[src/rtl/min_select_stream_pkg.sv]
// Shared constants and types for the streaming minimum selector on the search datapath.
package min_select_stream_pkg;

  localparam int COST_W = 8;
  localparam int TAG_W  = 8;

  localparam logic [COST_W-1:0] COST_MAX = '1;

  typedef enum logic {
    ACC  = 1'b0,
    HOLD = 1'b1
  } state_e;

endpackage

[src/rtl/min_select_stream_lane_reduce.sv]
// Combinational LANES-input minimum: smallest masked-in cost, lower lane index wins ties.
module min_lane_reduce
  import min_select_stream_pkg::*;
#(
  parameter int W     = COST_W,
  parameter int TW    = TAG_W,
  parameter int LANES = 2
) (
  input  logic [LANES-1:0]    mask,
  input  logic [LANES*W-1:0]  cost,
  input  logic [LANES*TW-1:0] tag,
  output logic                found,
  output logic [W-1:0]        min_cost,
  output logic [TW-1:0]       min_tag
);

  // NOTE: every output gets a default before the loop so no latch is inferred.
  always_comb begin
    found    = 1'b0;
    min_cost = '1;
    min_tag  = '0;
    // Strict '<' keeps the lower lane on ties; masked-out lanes are never looked at.
    for (int i = 0; i < LANES; i++) begin
      if (mask[i] && (!found || cost[i*W +: W] < min_cost)) begin
        found    = 1'b1;
        min_cost = cost[i*W +: W];
        min_tag  = tag[i*TW +: TW];
      end
    end
  end

endmodule

[src/rtl/min_select_stream.sv]
// Streaming minimum selector: folds a frame of (cost, tag) beats into one registered result.
module min_select_stream
  import min_select_stream_pkg::*;
#(
  parameter int W     = COST_W,
  parameter int TW    = TAG_W,
  parameter int LANES = 2,
  parameter int CW    = 16
) (
  input  logic                p_reset,
  input  logic                m_clock,
  input  logic                in_valid,
  output logic                in_ready,
  input  logic                in_last,
  input  logic [LANES-1:0]    in_mask,
  input  logic [LANES*W-1:0]  in_cost,
  input  logic [LANES*TW-1:0] in_tag,
  output logic                out_valid,
  input  logic                out_ready,
  output logic [W-1:0]        out_cost,
  output logic [TW-1:0]       out_tag,
  output logic [CW-1:0]       out_count,
  output logic                out_none
);

  state_e         state_q, state_d;
  logic [W-1:0]   acc_cost_q, acc_cost_d;
  logic [TW-1:0]  acc_tag_q, acc_tag_d;
  logic           acc_found_q, acc_found_d;
  logic [CW-1:0]  acc_count_q, acc_count_d;
  logic           out_valid_q, out_valid_d;
  logic [W-1:0]   out_cost_q, out_cost_d;
  logic [TW-1:0]  out_tag_q, out_tag_d;
  logic [CW-1:0]  out_count_q, out_count_d;
  logic           out_none_q, out_none_d;

  logic           beat_found;
  logic [W-1:0]   beat_cost;
  logic [TW-1:0]  beat_tag;
  logic           accept;
  logic           take;
  logic [W-1:0]   fold_cost;
  logic [TW-1:0]  fold_tag;
  logic           fold_found;
  logic [CW:0]    pop;
  logic [CW:0]    sum;
  logic [CW-1:0]  fold_count;

  min_lane_reduce #(
    .W     (W),
    .TW    (TW),
    .LANES (LANES)
  ) u_reduce (
    .mask     (in_mask),
    .cost     (in_cost),
    .tag      (in_tag),
    .found    (beat_found),
    .min_cost (beat_cost),
    .min_tag  (beat_tag)
  );

  assign in_ready = (state_q == ACC);
  assign accept   = in_valid & in_ready;

  // Earlier beat keeps the accumulator on equal cost.
  always_comb begin
    take       = beat_found && (!acc_found_q || beat_cost < acc_cost_q);
    fold_cost  = take ? beat_cost : acc_cost_q;
    fold_tag   = take ? beat_tag  : acc_tag_q;
    fold_found = acc_found_q | beat_found;

    pop = '0;
    for (int i = 0; i < LANES; i++) begin
      pop = pop + (CW+1)'(in_mask[i]);
    end
    sum        = {1'b0, acc_count_q} + pop;
    fold_count = sum[CW] ? '1 : sum[CW-1:0];
  end

  always_comb begin
    state_d     = state_q;
    acc_cost_d  = acc_cost_q;
    acc_tag_d   = acc_tag_q;
    acc_found_d = acc_found_q;
    acc_count_d = acc_count_q;
    out_valid_d = out_valid_q;
    out_cost_d  = out_cost_q;
    out_tag_d   = out_tag_q;
    out_count_d = out_count_q;
    out_none_d  = out_none_q;

    case (state_q)
      ACC: begin
        if (accept) begin
          if (in_last) begin
            out_valid_d = 1'b1;
            out_cost_d  = fold_cost;
            out_tag_d   = fold_tag;
            out_count_d = fold_count;
            out_none_d  = !fold_found;
            acc_cost_d  = '1;
            acc_tag_d   = '0;
            acc_found_d = 1'b0;
            acc_count_d = '0;
            state_d     = HOLD;
          end else begin
            acc_cost_d  = fold_cost;
            acc_tag_d   = fold_tag;
            acc_found_d = fold_found;
            acc_count_d = fold_count;
          end
        end
      end
      HOLD: begin
        // out_valid is always high here, so out_ready alone completes the handshake.
        if (out_ready) begin
          out_valid_d = 1'b0;
          state_d     = ACC;
        end
      end
      default: state_d = ACC;
    endcase
  end

  // NOTE: state uses non-blocking assignments and every register has an async reset value.
  always_ff @(posedge m_clock or negedge p_reset) begin
    if (!p_reset) begin
      state_q     <= ACC;
      acc_cost_q  <= '1;
      acc_tag_q   <= '0;
      acc_found_q <= 1'b0;
      acc_count_q <= '0;
      out_valid_q <= 1'b0;
      out_cost_q  <= '0;
      out_tag_q   <= '0;
      out_count_q <= '0;
      out_none_q  <= 1'b0;
    end else begin
      state_q     <= state_d;
      acc_cost_q  <= acc_cost_d;
      acc_tag_q   <= acc_tag_d;
      acc_found_q <= acc_found_d;
      acc_count_q <= acc_count_d;
      out_valid_q <= out_valid_d;
      out_cost_q  <= out_cost_d;
      out_tag_q   <= out_tag_d;
      out_count_q <= out_count_d;
      out_none_q  <= out_none_d;
    end
  end

  assign out_valid = out_valid_q;
  assign out_cost  = out_cost_q;
  assign out_tag   = out_tag_q;
  assign out_count = out_count_q;
  assign out_none  = out_none_q;

endmodule

[config.mk]
export PLATFORM = sky130hd
export DESIGN_NAME = min_select_stream
export DESIGN_NICKNAME = d
export VERILOG_FILES = /design/src/rtl/min_select_stream_pkg.sv /design/src/rtl/min_select_stream_lane_reduce.sv /design/src/rtl/min_select_stream.sv
export SDC_FILE = /design/constraint.sdc
export NUM_CORES = 1
export LEC_CHECK = 0
export BUFFER_PORTS_ARGS = -buffer_cell sky130_fd_sc_hd__buf_2
export CORE_AREA = 10 10 93 95
export CTS_BUF_LIST = sky130_fd_sc_hd__clkbuf_8 sky130_fd_sc_hd__clkbuf_16
export CTS_CLUSTER_DIAMETER = 120
export DETAILED_ROUTE_END_ITERATION = 8
export DIE_AREA = 0 0 103 105
export PLACE_DENSITY = 0.94
export REMOVE_ABC_BUFFERS = 1
export SYNTH_ARGS = -nofsm -noshare
export SYNTH_HDL_FRONTEND = slang
export SYNTH_HIERARCHICAL = 1
export SYNTH_SLANG_ARGS = --single-unit
[constraint.sdc]
create_clock -name m_clock -period 7.51 [get_ports m_clock]
set_clock_uncertainty 0.05 [all_clocks]
set_input_delay 0.751 -clock m_clock [delete_from_list [all_inputs] [get_ports m_clock]]
set_output_delay 0.751 -clock m_clock [all_outputs]
set_load 0.05 [all_outputs]
# Word level (Yosys, flattened, before mapping)

Index checks and enable logic that the tools add are counted.

Add/sub/neg operators: 2
Multiply operators: 0
Divide/modulo/power cells: 0
Order comparisons: 2
Eq/ne operators: 3
Shifts and indexed selects: 0
Mux-type cells: 21
Bitwise gates (word level): 3
Reduce and logical (&&, ||, !) cells: 10

Operators by type and width:

| kind                 | number |
|---|---|
| $mux W8              | 8 |
| $mux W16             | 2 |
| $add A16 B2 Y17      | 1 |
| $lt A8 B8 Y1         | 2 |
| $mux W1              | 9 |
| $reduce_and A3 Y1    | 2 |
| $ne A2 B1 Y1 const B | 2 |
| $pmux W1 S2          | 2 |
| $logic_not A1 Y1     | 3 |
| $add A1 B1 Y2        | 1 |
| $logic_and A1 B1 Y1  | 2 |
| $logic_or A1 B1 Y1   | 2 |
| $ne A2 B2 Y1 const B | 1 |
| $reduce_and A2 Y1    | 1 |
| $and A1 B1 Y1        | 1 |
| $not A1 Y1           | 1 |
| $or A1 B1 Y1         | 1 |

Bits in registers: 68
Latch bits: 0
RAM bits: 0
Memory bits (read-only): 0
Input port bits: 39
Output and inout bits: 35
Memories kept: 0

# Logic depth before layout (Yosys ltp)

Gate-level depths: netlist (run 1).

Word-level depth: 10
Depth in mapped cells: 17

# By module

Netlist (run 1), hierarchy kept.

By module, submodules not included:

| module            | times used | cells each | area each (µm²) | seq. area each (µm²) |
|---|---|---|---|---|
| min_select_stream | 1          | 390        | 3646.0          | 1711.6 |
| min_lane_reduce   | 1          | 53         | 427.9           | 0.0 |

# Least setup slack after synthesis (run 1)

OpenSTA, ideal clock, no wires.

Path type: input-to-reg
Start: in in_mask[0]
End: reg acc_cost_q[4]
Library setup time: 0.089 ns
Data arrival time: 4.123 ns
Data required time: 7.371 ns
Path slack: 3.248 ns
Stages on the path: 16
Path buffers: 3
Cell sequence: inv_1 clkbuf_1 nor2_1 ha_1 and3_1 a221o_2 o21a_4 o32a_1 ha_1 a21o_1 a221oi_1 o22a_1 buf_2 buf_2 nand2_1 a211oi_1

Cells in the longest elaborated chain, start to end: 10
Elaborated cells on any way between the ends: 13
Those cells by class: order compare (2); mux (6); reduce/logical (5)

RTL lines:

| element                                                 | RTL line                            | RTL |
|---|---|---|
| from (decl)                                             | min_select_stream.sv:15             | `input logic [LANES-1:0] in_mask,` |
| $mux W8 / $mux W1 (equally long branches)               | min_select_stream_lane_reduce.sv:24 | `if (mask[i] && (!found \|\| cost[i*W +: W] < min_cost)) begin` |
| $lt A8 B8 Y1 / $logic_not A1 Y1 (equally long branches) | min_select_stream_lane_reduce.sv:24 |  |
| $logic_or A1 B1 Y1                                      | min_select_stream_lane_reduce.sv:24 |  |
| $logic_and A1 B1 Y1                                     | min_select_stream_lane_reduce.sv:24 |  |
| $mux W8 (*)                                             | min_select_stream_lane_reduce.sv:24 |  |
| named net beat_cost[6]                                  | min_select_stream.sv:38             | `logic [W-1:0] beat_cost;` |
| $lt A8 B8 Y1 (*)                                        | min_select_stream.sv:67             | `take = beat_found && (!acc_found_q \|\| beat_cost < acc_cost_q);` |
| $logic_or A1 B1 Y1 (*)                                  | min_select_stream.sv:67             |  |
| $logic_and A1 B1 Y1 (*)                                 | min_select_stream.sv:67             |  |
| $mux W8 (*)                                             | min_select_stream.sv:68             | `fold_cost = take ? beat_cost : acc_cost_q;` |
| $mux W8 (*)                                             | min_select_stream.sv:95             | `if (in_last) begin` |
| to (signal assigned)                                    | min_select_stream.sv:140            | `acc_cost_q <= acc_cost_d;` |
| to (decl)                                               | min_select_stream.sv:27             | `logic [W-1:0] acc_cost_q, acc_cost_d;` |

Mark *: on every way through the listed nets, which the timed path passes. The rest lies on a longest branch.
A chain may end at the register's enable or synchronous reset.

# Worst setup path after layout (run 1)

Start: in in_mask[0]
End: reg acc_cost_q[3]

The elaborated chain is that of the path after synthesis.

==> results of run 1 <==
## layout make-up
class / instances / area (µm²)
Timing Repair Buffer: 76 / 388
Tap cell: 80 / 100
Clock buffer: 9 / 124
Fill cell: 545 / 2150
Sequential cell: 68 / 1710
Inverter: 31 / 116
Multi-Input combinational cell: 314 / 2100
Clock inverter: 7 / 60.1
## sequential cells by signal (all words and copies together), names as in the netlist, 8 cells and up
name and flops:
acc_tag_q 8, out_tag 8, out_cost 8, acc_count_q 16
acc_cost_q 8, out_count 16
## through the flow
step                      power [W]  setup WS [ps]  area, µm²  hold WS [ps]
after CTS                   0.00139           2840       4600           430
after detailed placement    0.00110           2480       4420           413
final                       0.00139           2660       4600           425
after global routing        0.00147           2410       4600           463
after floorplan            0.000934           3180       3930           400
after global placement      0.00108           2680       4420           409
## Yosys cell counts, types with 2 or more instances
master	number
dfrtp_1	60
nor2_1	53
a21oi_1	37
inv_1	31
a31oi_1	26
o21ai_0	24
clkbuf_1	22
nand2_1	18
ha_1	15
a211oi_1	14
nand3_1	9
dfstp_2	8
o22a_1	8
nor3_1	7
o32a_1	7
xnor2_1	7
a22o_2	6
and3_1	6
xor2_1	6
a21o_1	5
a32oi_1	5
nor3b_1	5
a31o_2	4
buf_2	4
nor4_1	4
buf_6	3
nand2b_1	3
o311ai_0	3
or4_1	3
a22o_1	2
a311oi_1	2
a41oi_1	2
and2_2	2
nand2_2	2
nand4_4	2
nor2b_1	2
o22ai_1	2
o31ai_1	2
## power by group
part / internal [W] / switching [W]
logic: 0.000158 / 0.000406
registers: 0.000471 / 0.0000649
clock network: 0.000149 / 0.000144
total: 0.000778 / 0.000615
## critical path, cell delays in order
cell and delay, ps:
buf_2 130, inv_1 350, nor2_1 120, ha_1 310, and3_1 210, a221o_2 430, o21a_4 270, o32a_1 220
ha_1 320, a21o_1 190, a221oi_1 360, o22ai_1 380, buf_4 300, nor3_1 520, a211oi_1 190
## kinds of logic after synthesis
kind of cell / after synthesis / share of synthesized area, %
DFF: 68 / 42.0
and+or+nand+nor: 125 / 16.3
buffers and inverters: 61 / 6.39
AOI/OAI and AO/OA: 158 / 26.8
muxes: 2 / 0.614
adders and majority gates: 16 / 5.10
xor gates and xnor gates: 13 / 2.79
## routing by layer
metal / vias to the layer above / wire [µm] / part of all wire, %
met4: 0 / 233 / 2.2
met1: 1833 / 4360 / 41
met5: - / 0 / 0
met3: 33 / 811 / 7.7
met2: 156 / 5190 / 49
li1: 1760 / - / -
## path summary, 6_finish.rpt
| path | from | endpoint | slack, ps | cells after the start |
|---|---|---|---|---|
| worst max register to register | acc_cost_q[6] | acc_cost_q[3] | 4510 | 8 |
| worst min-delay path | out_valid | out_valid | 430 | 2 |
| min in group asynchronous | p_reset | out_count[11] | 500 | 2 |
| worst max-delay path | in_mask[0] | acc_cost_q[3] | 2660 | 15 |
| worst min register to register | out_valid | out_valid | 430 | 2 |
| max in group asynchronous | p_reset | out_tag[6] | 6320 | 2 |
## cells in the final DEF (no fill, tap or decap), drive strengths merged, types with 6 or more instances in the layout
cell type	netlist	layout
a211oi	14	14
nand2	21	21
dfrtp	60	60
o32a	7	7
clkbuf	22	9
xnor2	7	7
a22o	8	8
dfstp	8	8
a21oi	37	37
ha	15	15
a31oi	26	26
buf	8	76
nor2	54	54
and3	7	7
nor3	7	7
xor2	6	6
o21ai	25	25
o22a	8	8
nand3	9	9
inv	31	33
==> run metrics, run 1 <==
ranking of synthesized cells by area=dfrtp_1, dfstp_2, nor2_1; final hold vios=0; GRT Resource Usage Total=20.1%; maxcap violations=0; Post-DP HPWL=7.36 mm; post-CTS setup buffers=0; Post-CTS Hold Buffers=0; NumNets Final=555; Slew Limit Headroom=33.9%; CTS H-tree lvls=3; min-delay worst type=reg -> reg; top-area cell type share of the netlist area=36.9%; die height=105 µm; initial core utilization=60.3%; ant diodes=0; Util after Layout=68.1%; synth unique cells=60; Global Route met2 Usage=31.5%; #FFs+latches synth=68; Mapped Avg Cell Area=9.20 µm²; Cell Rows=30; setup violators final=0; CP Capture Type=register; CTS Buffer Depth=2; routed vias=3782; mean routed wirelength per cell=18.1 µm; Arr. time, crit path=5060 ps; power density over the cells=303 nW/µm²; min cycle time layout=4850 ps; # IOs=74; Yosys top cell by area=dfrtp_1; asr flop ratio synth=100%; grt met1 use=25.4%; Initial DRC Count=352; Leak=2.20 nW; DR vias/cell=6.46; Setup TNS=0 ps; global placement routability congestion=0.906; yosys warns=6; cts bufs inserted=9; DIE WIDTH=103 µm; Seq/Total Area, Yosys=42.0%; mapped cell area=4070 µm²; number of synthesized flops with an enable pin=0; critical path required time=7720 ps; post-cts resize count=0; largest net degree at the start of global routing=69; layout cell share with drive strength beyond 1=24.8%; CP max FO=15; Root Buffer=clkbuf_8; grt peak-use layer=met2; ys flop type=dfrtp_1; Die ar.=10800 µm²; status=finished, final reports clean; max frequency=206 MHz; Syn Inst Count=443; Max Slew Vio Count=0; final cell count without fillers=585; Critical Path Start Type=primary input; Routed Antenna Nets=0; CTS clk-pin slew, worst paths=70 ps; Worst-Skew Late Latency=360 ps; VDD IR max=0.187 mV; final wirelength=10.6 mm; Post-route DRC=0; total grt overflow=0; Area Overhead vs Synth=13.0%; CTS Sinks=68; initial antenna violation count=0; final cycle utilization of the critical path=64.6%; first-pass GRT wire length=17.9 mm; GR Layer Usage met3=5.73%; number of global-route vias before repair=3753; Pre-antenna DRT Iters=5; Core Box Area=6760 µm²; Worst Tran Pin Value=992 ps; port bufs=73; Post-Place Cells=569; CTS tree=yes; RSZ-0062 raised after global routing=no; WS Path Type=in -> reg
Power figures use the tool's default switching activity.
==> inputs of run 2 (changes only) <==
CORE_AREA = 10 10 97 99   (was 10 10 93 95)
DIE_AREA = 0 0 107 109   (was 0 0 103 105)
PLACE_DENSITY = 0.87   (was 0.94)
clock period = 4.8 ns   (was 7.51 ns; I/O delays follow)
==> run 2 against run 1 <==
Effect of this change: first-iteration DRC count increased by 2.0%; critical path type unchanged; wire length is 2.8% higher; utilization fell by 6.4 points; register-to-register slack got worse by 2600 ps; total power rose by 56%; via count down 0.93%; worst hold slack worse by 160 ps; cell count up 4.3%; global-route usage shrank 1.2 points.
==> run metrics, run 2 (synthesized netlist as in run 1, its figures left out) <==
# fillers=646 (+19%); global placement routability congestion=0.930 (+2.6%); DR WL met3=574 µm (-29%); metal1 wirelength=4.63 mm (+6.3%); worst-case reg-to-reg path depth=8 (unchanged); # IOs=74 (unchanged); DP Area=4470 µm² (+1.1%); Root Buffer=clkbuf_8; initial core utilization=54.1% (-6.2 points); Worst Tran Pin Value=1140 ps (+149 ps); mean routed wirelength per cell=17.9 µm (-1.4%); Worst-Skew Late Latency=360 ps (about the same); Initial DRC Count=359 (+2.0%); min cycle time layout=4450 ps; commonest cells after routing, fill and taps aside=buf_2, dfrtp_1, nor2_1, a21oi_1, inv_1; number of global-route vias before repair=3664 (-2.4%); max frequency=225 MHz; Arr. time, crit path=4670 ps (-390 ps); Hold WS=261 ps (-164 ps); critical path required time=5020 ps (-2700 ps); WS Path Type=in -> reg; top layer in use=met4; post-CTS setup buffers=0 (unchanged); commonest non-fill, non-tap cell in the layout=buf_2; CTS Sinks=68 (unchanged); Seq. cell area=1710 µm² (unchanged); power density over the cells=467 nW/µm² (+54%); Cell Rows=32 (+6.7%); final cycle utilization of the critical path=92.8%; Critical Path Start Type=primary input; Post-Place Cells=594 (+4.4%); NumNets Final=558 (+0.54%); status=finished, final reports clean; Post-DP HPWL=7.51 mm (+2.1%); CTS H-tree lvls=3 (unchanged); wire length on met2=5.42 mm (+4.4%); min-delay worst type=in -> async; setup violators final=0 (unchanged); Setup TNS=0 ps (unchanged); GRT Resource Usage Total=18.9% (-1.2 points); Post-CTS Hold Buffers=0 (unchanged); Leak=2.20 nW (about the same); Slew Limit Headroom=24.0% (-9.9 points); Pre-antenna DRT Iters=4 (-1); final wirelength=10.9 mm (+2.8%); Area Overhead vs Synth=14.1%; CTS clk-pin slew, worst paths=80 ps (about the same); die height=109 µm (+3.8%); fin area=4650 µm² (+0.92%); Max Slew Vio Count=0 (unchanged); Post-route DRC=0 (unchanged); cts bufs inserted=9 (unchanged); CTS Buffer Depth=2 (unchanged); largest net degree at the start of global routing=69 (unchanged); first-pass GRT wire length=18.0 mm (+0.35%); CP max FO=16 (+1); port bufs=73 (unchanged); CP Capture Type=register; DIE WIDTH=107 µm (+3.9%); Die ar.=11700 µm² (+7.8%); DR vias/cell=6.14 (-5.0%); layout cell share with drive strength beyond 1=25.6% (+0.84 points); CTS tree=yes; post-cts resize count=0 (unchanged); Core Box Area=7530 µm² (+11%); Final WS setup=347 ps (-2310 ps); final cell count without fillers=610 (+4.3%); maxcap violations=0 (unchanged); final hold vios=0 (unchanged); VDD IR max=0.300 mV (+60%); routed vias=3747 (-0.93%); ant diodes=0 (unchanged); multi-input logic area=2100 µm² (unchanged); Routed Antenna Nets=0 (unchanged); initial antenna violation count=0 (unchanged); RSZ-0062 raised after global routing=no; pre-CTS worst setup slack=68.8 ps (-2410 ps); total grt overflow=0 (unchanged)
## run 2: cell count changes in the layout (fill, tap and decap cells not counted)
cell       change
buf_4          +3
bufinv_16      -1
clkinv_2       -1
clkinv_4       +3
inv_1          -2
inv_6          +1
## run 2: final cells by class
cell class / count / share of cell area [%]
Inverter: 31 / 2.50
Clock inverter: 7 / 1.13
Timing Repair Buffer: 79 / 8.83
Sequential cell: 68 / 36.8
Tap cell: 102 / 2.75
Clock buffer: 9 / 2.67
Multi-Input combinational cell: 314 / 45.3
## run 2: critical path: stages
cell and delay [ps]:
buf_2 130, inv_1 340, nor2_1 100, ha_1 310, and3_1 200, a221o_2 430, o21a_4 280, o32a_1 230
ha_1 310, and3_1 180, nand4_1 140, o22ai_1 880, buf_4 310, o21ai_0 120, o21ai_0 210
## run 2: metrics by stage
| stage | util (%) | power [W] |
|---|---|---|
| after floorplan | - | 0.00146 |
| after global placement | 59.4 | 0.00170 |
| after detailed placement | 59.4 | 0.00174 |
| after CTS | 61.7 | 0.00217 |
| after global routing | 61.7 | 0.00229 |
| final | 61.7 | 0.00217 |
## run 2: path summary, 6_finish.rpt
path	slack (ps)	endpoint	from
worst max-delay path	350	acc_tag_q[2]	in_mask[0]
worst min-delay path	260	out_count[9]	p_reset
worst max register to register	1900	acc_tag_q[2]	acc_cost_q[6]
worst min register to register	440	out_none	out_none
max in group asynchronous	3890	out_tag[3]	p_reset
min in group m_clock	260	state_q	out_ready
## run 2: power breakdown
part / switching [W] / internal (W) / total [W]
clock: 0.000245 / 0.000190 / 0.000435
combinational: 0.000640 / 0.000259 / 0.000899
sequential: 0.000100 / 0.000736 / 0.000836
total: 0.000986 / 0.00118 / 0.00217
## run 2: metal layers
metal,GRT usage [%],vias to the layer above
li1,-,1753
met3,3.72,23
met2,30.6,129
met4,9.57,0
met1,23.7,1842
met5,0,-
==> inputs of run 3 (changes only) <==
--- a/config.mk
+++ b/config.mk
@@ -8,3 +8,3 @@
 export BUFFER_PORTS_ARGS = -buffer_cell sky130_fd_sc_hd__buf_2
-export CORE_AREA = 10 10 97 99
+export CORE_AREA = 10 10 94 96
 export CTS_BUF_LIST = sky130_fd_sc_hd__clkbuf_8 sky130_fd_sc_hd__clkbuf_16
@@ -12,3 +12,3 @@
 export DETAILED_ROUTE_END_ITERATION = 8
-export DIE_AREA = 0 0 107 109
+export DIE_AREA = 0 0 104 106
 export PLACE_DENSITY = 0.87
@@ -17,3 +17,2 @@
 export SYNTH_HDL_FRONTEND = slang
-export SYNTH_HIERARCHICAL = 1
 export SYNTH_SLANG_ARGS = --single-unit
--- a/constraint.sdc
+++ b/constraint.sdc
@@ -4,2 +4,2 @@
 set_output_delay 0.48 -clock m_clock [all_outputs]
-set_load 0.05 [all_outputs]
+set_load 0.1 [all_outputs]
==> run 3 against run 2 <==
Effect of this change: clock-buffer cell count grew 1; critical path type unchanged; worst setup slack got worse by 29 ps; non-clock buffer count up 2; area after synthesis shrank 7.6%; largest cell class unchanged; total power is 2.8% lower; critical path depth is 2 higher; synthesized cell count is 8.8% lower; sequential cell count unchanged; wire length is 9.2% lower; sequential power shrank 12%; first-iteration DRC count is 13% lower; critical endpoint is now acc_cost_q[4].
==> run metrics, run 3 <==
RSZ-0062 raised after global routing=no; status=finished, final reports clean; VDD IR max=0.349 mV (+16%); Worst Tran Pin Value=1010 ps (-126 ps); crit path from=in_mask[0]; Area Overhead vs Synth=16.0%; min-delay worst type=in -> async; GRT Resource Usage Total=18.0% (-0.96 points); CTS Sinks=68 (unchanged); CP max FO=16 (unchanged); number of global-route vias before repair=3451 (-5.8%); Switch Pwr=0.00104 W (+5.9%); min cycle time layout=4480 ps (+29.0 ps); CP max stage delay=550 ps (-330 ps); commonest non-fill, non-tap cell in the layout=buf_2; Yosys top cell by area=dfrtp_1; # IOs=74 (unchanged); Syn Inst Count=404 (-8.8%); synth unique cells=52 (-13%); final wirelength=9.89 mm (-9.2%); Mapped Avg Cell Area=9.31 µm² (+1.3%); Logic pwr share=45.2% (+3.8 points); NumNets Final=528 (-5.4%); power density over the cells=484 nW/µm² (+3.6%); top cell types by occurrence after synthesis=dfrtp_1, nor2_1, a21oi_1, nand2_1, o21ai_0; ys flop type=dfrtp_1; chain of cells forming the critical path=buf_2 > inv_2 > nor2_1 > ha_1 > o21ai_0 > nor2_1 > o22ai_1 > or2_2 > o21ai_0 > ha_1 > a21oi_1 > o21a_1 > o21ai_0 > a21oi_1 > o31ai_4 > nor3_4 > a22oi_1; grt peak-use layer=met2; Leak=2.16 nW (-1.9%); final cycle utilization of the critical path=93.4% (+0.60 points); Die ar.=11000 µm² (-5.5%); post-cts resize count=0 (unchanged); WS Path Type=in -> reg; initial core utilization=53.3% (-0.83 points); ant diodes=0 (unchanged); CTS tree=yes; grt met1 use=20.9% (-2.8 points); CTS clk-pin slew, worst paths=80 ps (about the same); most frequent CP cell=o21ai_0; Seq pwr share=35.0% (-3.5 points); first-pass GRT wire length=16.4 mm (-8.9%); fin area=4360 µm² (-6.1%); final hold vios=0 (unchanged); global placement routability congestion=0.881 (-5.2%); mean routed wirelength per cell=17.1 µm (-4.0%); Pre-antenna DRT Iters=6 (+2); mapped cell area=3760 µm² (-7.6%); Initial DRC Count=313 (-13%); post-CTS setup buffers=0 (unchanged); Critical Path Start Type=primary input; initial antenna violation count=0 (unchanged); CTS H-tree lvls=3 (unchanged); switching fraction of total power=49.5% (+4.1 points); max frequency=223 MHz (-0.65%); die height=106 µm (-2.8%); critical path required time=5000 ps (-20 ps); number of synthesized flops with an enable pin=0 (unchanged); Slew Limit Headroom=32.3% (+8.3 points); # fillers=618 (-4.3%); Routed Antenna Nets=0 (unchanged); setup violators final=0 (unchanged); Clk pwr share=19.9% (about the same); yosys warns=0 (-6); Post-Place Cells=561 (-5.6%); Worst-Skew Late Latency=350 ps (about the same); port bufs=73 (unchanged); Max Slew Vio Count=0 (unchanged); Internal Power=0.00107 W (-10%); DIE WIDTH=104 µm (-2.8%); Post-DP HPWL=7.08 mm (-5.7%); Slowest-stage cell, CP=nor3_4; ranking of synthesized cells by area=dfrtp_1, dfstp_2, a21oi_1; CTS Buffer Depth=2 (unchanged); most common cell in the netlist=dfrtp_1; #FFs+latches synth=68 (unchanged); maxcap violations=0 (unchanged); Setup TNS=0 ps (unchanged); CP Capture Type=register; Core Box Area=7060 µm² (-6.2%); Post-route DRC=0 (unchanged); top-area cell type share of the netlist area=39.9% (+3.1 points); Post-CTS Hold Buffers=0 (unchanged); Root Buffer=clkbuf_8; R2R Path Start=acc_count_q[0]; asr flop ratio synth=100% (unchanged); layout cell share with drive strength beyond 1=23.8% (-1.7 points); Arr. time, crit path=4680 ps (about the same); routed vias=3364 (-10%); GR Layer Usage met3=4.11% (+0.39 points); Cell Rows=31 (-3.1%); total grt overflow=0 (unchanged); largest net degree at the start of global routing=69 (unchanged); Global Route met2 Usage=30.8% (+0.25 points); cts bufs inserted=9 (unchanged); commonest cells after routing, fill and taps aside=buf_2, dfrtp_1, nor2_1, a21oi_1, nand2_1; DP Area=4190 µm² (-6.2%); Seq/Total Area, Yosys=45.5% (+3.5 points); DR vias/cell=5.83 (-5.1%); final cell count without fillers=577 (-5.4%)
run 3: kinds of logic (layout without fill, tap and decap cells):
group / count (synthesis) / after routing / synth area share, %
and+or+nand+nor: 108 / 108 / 13.1
buffers and inverters: 49 / 123 / 5.82
adders and majority gates: 16 / 16 / 5.52
AOI/OAI and AO/OA: 145 / 145 / 25.6
xor gates and xnor gates: 10 / 10 / 2.33
DFF: 68 / 68 / 45.5
muxes: 8 / 8 / 2.13
run 3: critical path, delay by kind of cell:
family / cells / cell delay, ps
compound gates: 9 / 1970
buf+inv: 2 / 290
simple gates: 4 / 1280
fa+ha+maj: 2 / 630
run 3: routing by layer:
layer | up-vias | part of all wire [%]
met1 | 1615 | 42
li1 | 1578 | -
met3 | 29 | 6.1
met4 | 0 | 2.6
met5 | - | 0
met2 | 142 | 49
run 3: final cells by class:
class / instances / area (µm²) / share of cell area [%]
inverter: 26 / 97.6 / 2.24
clock buffer: 10 / 138 / 3.15
sequential: 68 / 1710 / 39.2
timing repair buffer: 81 / 425 / 9.75
multi-input combinational: 287 / 1830 / 42.0
tap: 99 / 124 / 2.84
clock inverter: 6 / 32.5 / 0.746
run 3: final timing paths:
| kind | to | slack (ps) | cells after the start |
|---|---|---|---|
| setup reg to reg | acc_count_q[5] | 1520 | 10 |
| hold reg to reg | out_tag[1] | 420 | 2 |
| max in group asynchronous | out_tag[4] | 3870 | 2 |
| hold / removal | out_valid | 250 | 2 |
| setup / recovery | acc_cost_q[4] | 320 | 17 |
| min in group m_clock | state_q | 280 | 2 |
run 3: power groups by stage:
stage / clock network [W] / registers [W] / logic [W]
after global placement: 0 / 0.000742 / 0.000927
after CTS: 0.000422 / 0.000738 / 0.000954
after floorplan: 0 / 0.00124 / 0.000256
final: 0.000419 / 0.000738 / 0.000953
after global routing: 0.000443 / 0.000751 / 0.00101
after detailed placement: 0 / 0.000747 / 0.000948
run 3: metrics by stage:
step	utilization, %	worst slack [ps]	total power, W	hold slack, ps
2_1_floorplan	-	291	0.00149	134
6_report	61.8	318	0.00211	247
4_1_cts	61.8	442	0.00211	278
3_5_place_dp	59.4	156	0.00170	410
5_1_grt	61.8	107	0.00220	323
3_3_place_gp	59.4	430	0.00167	404
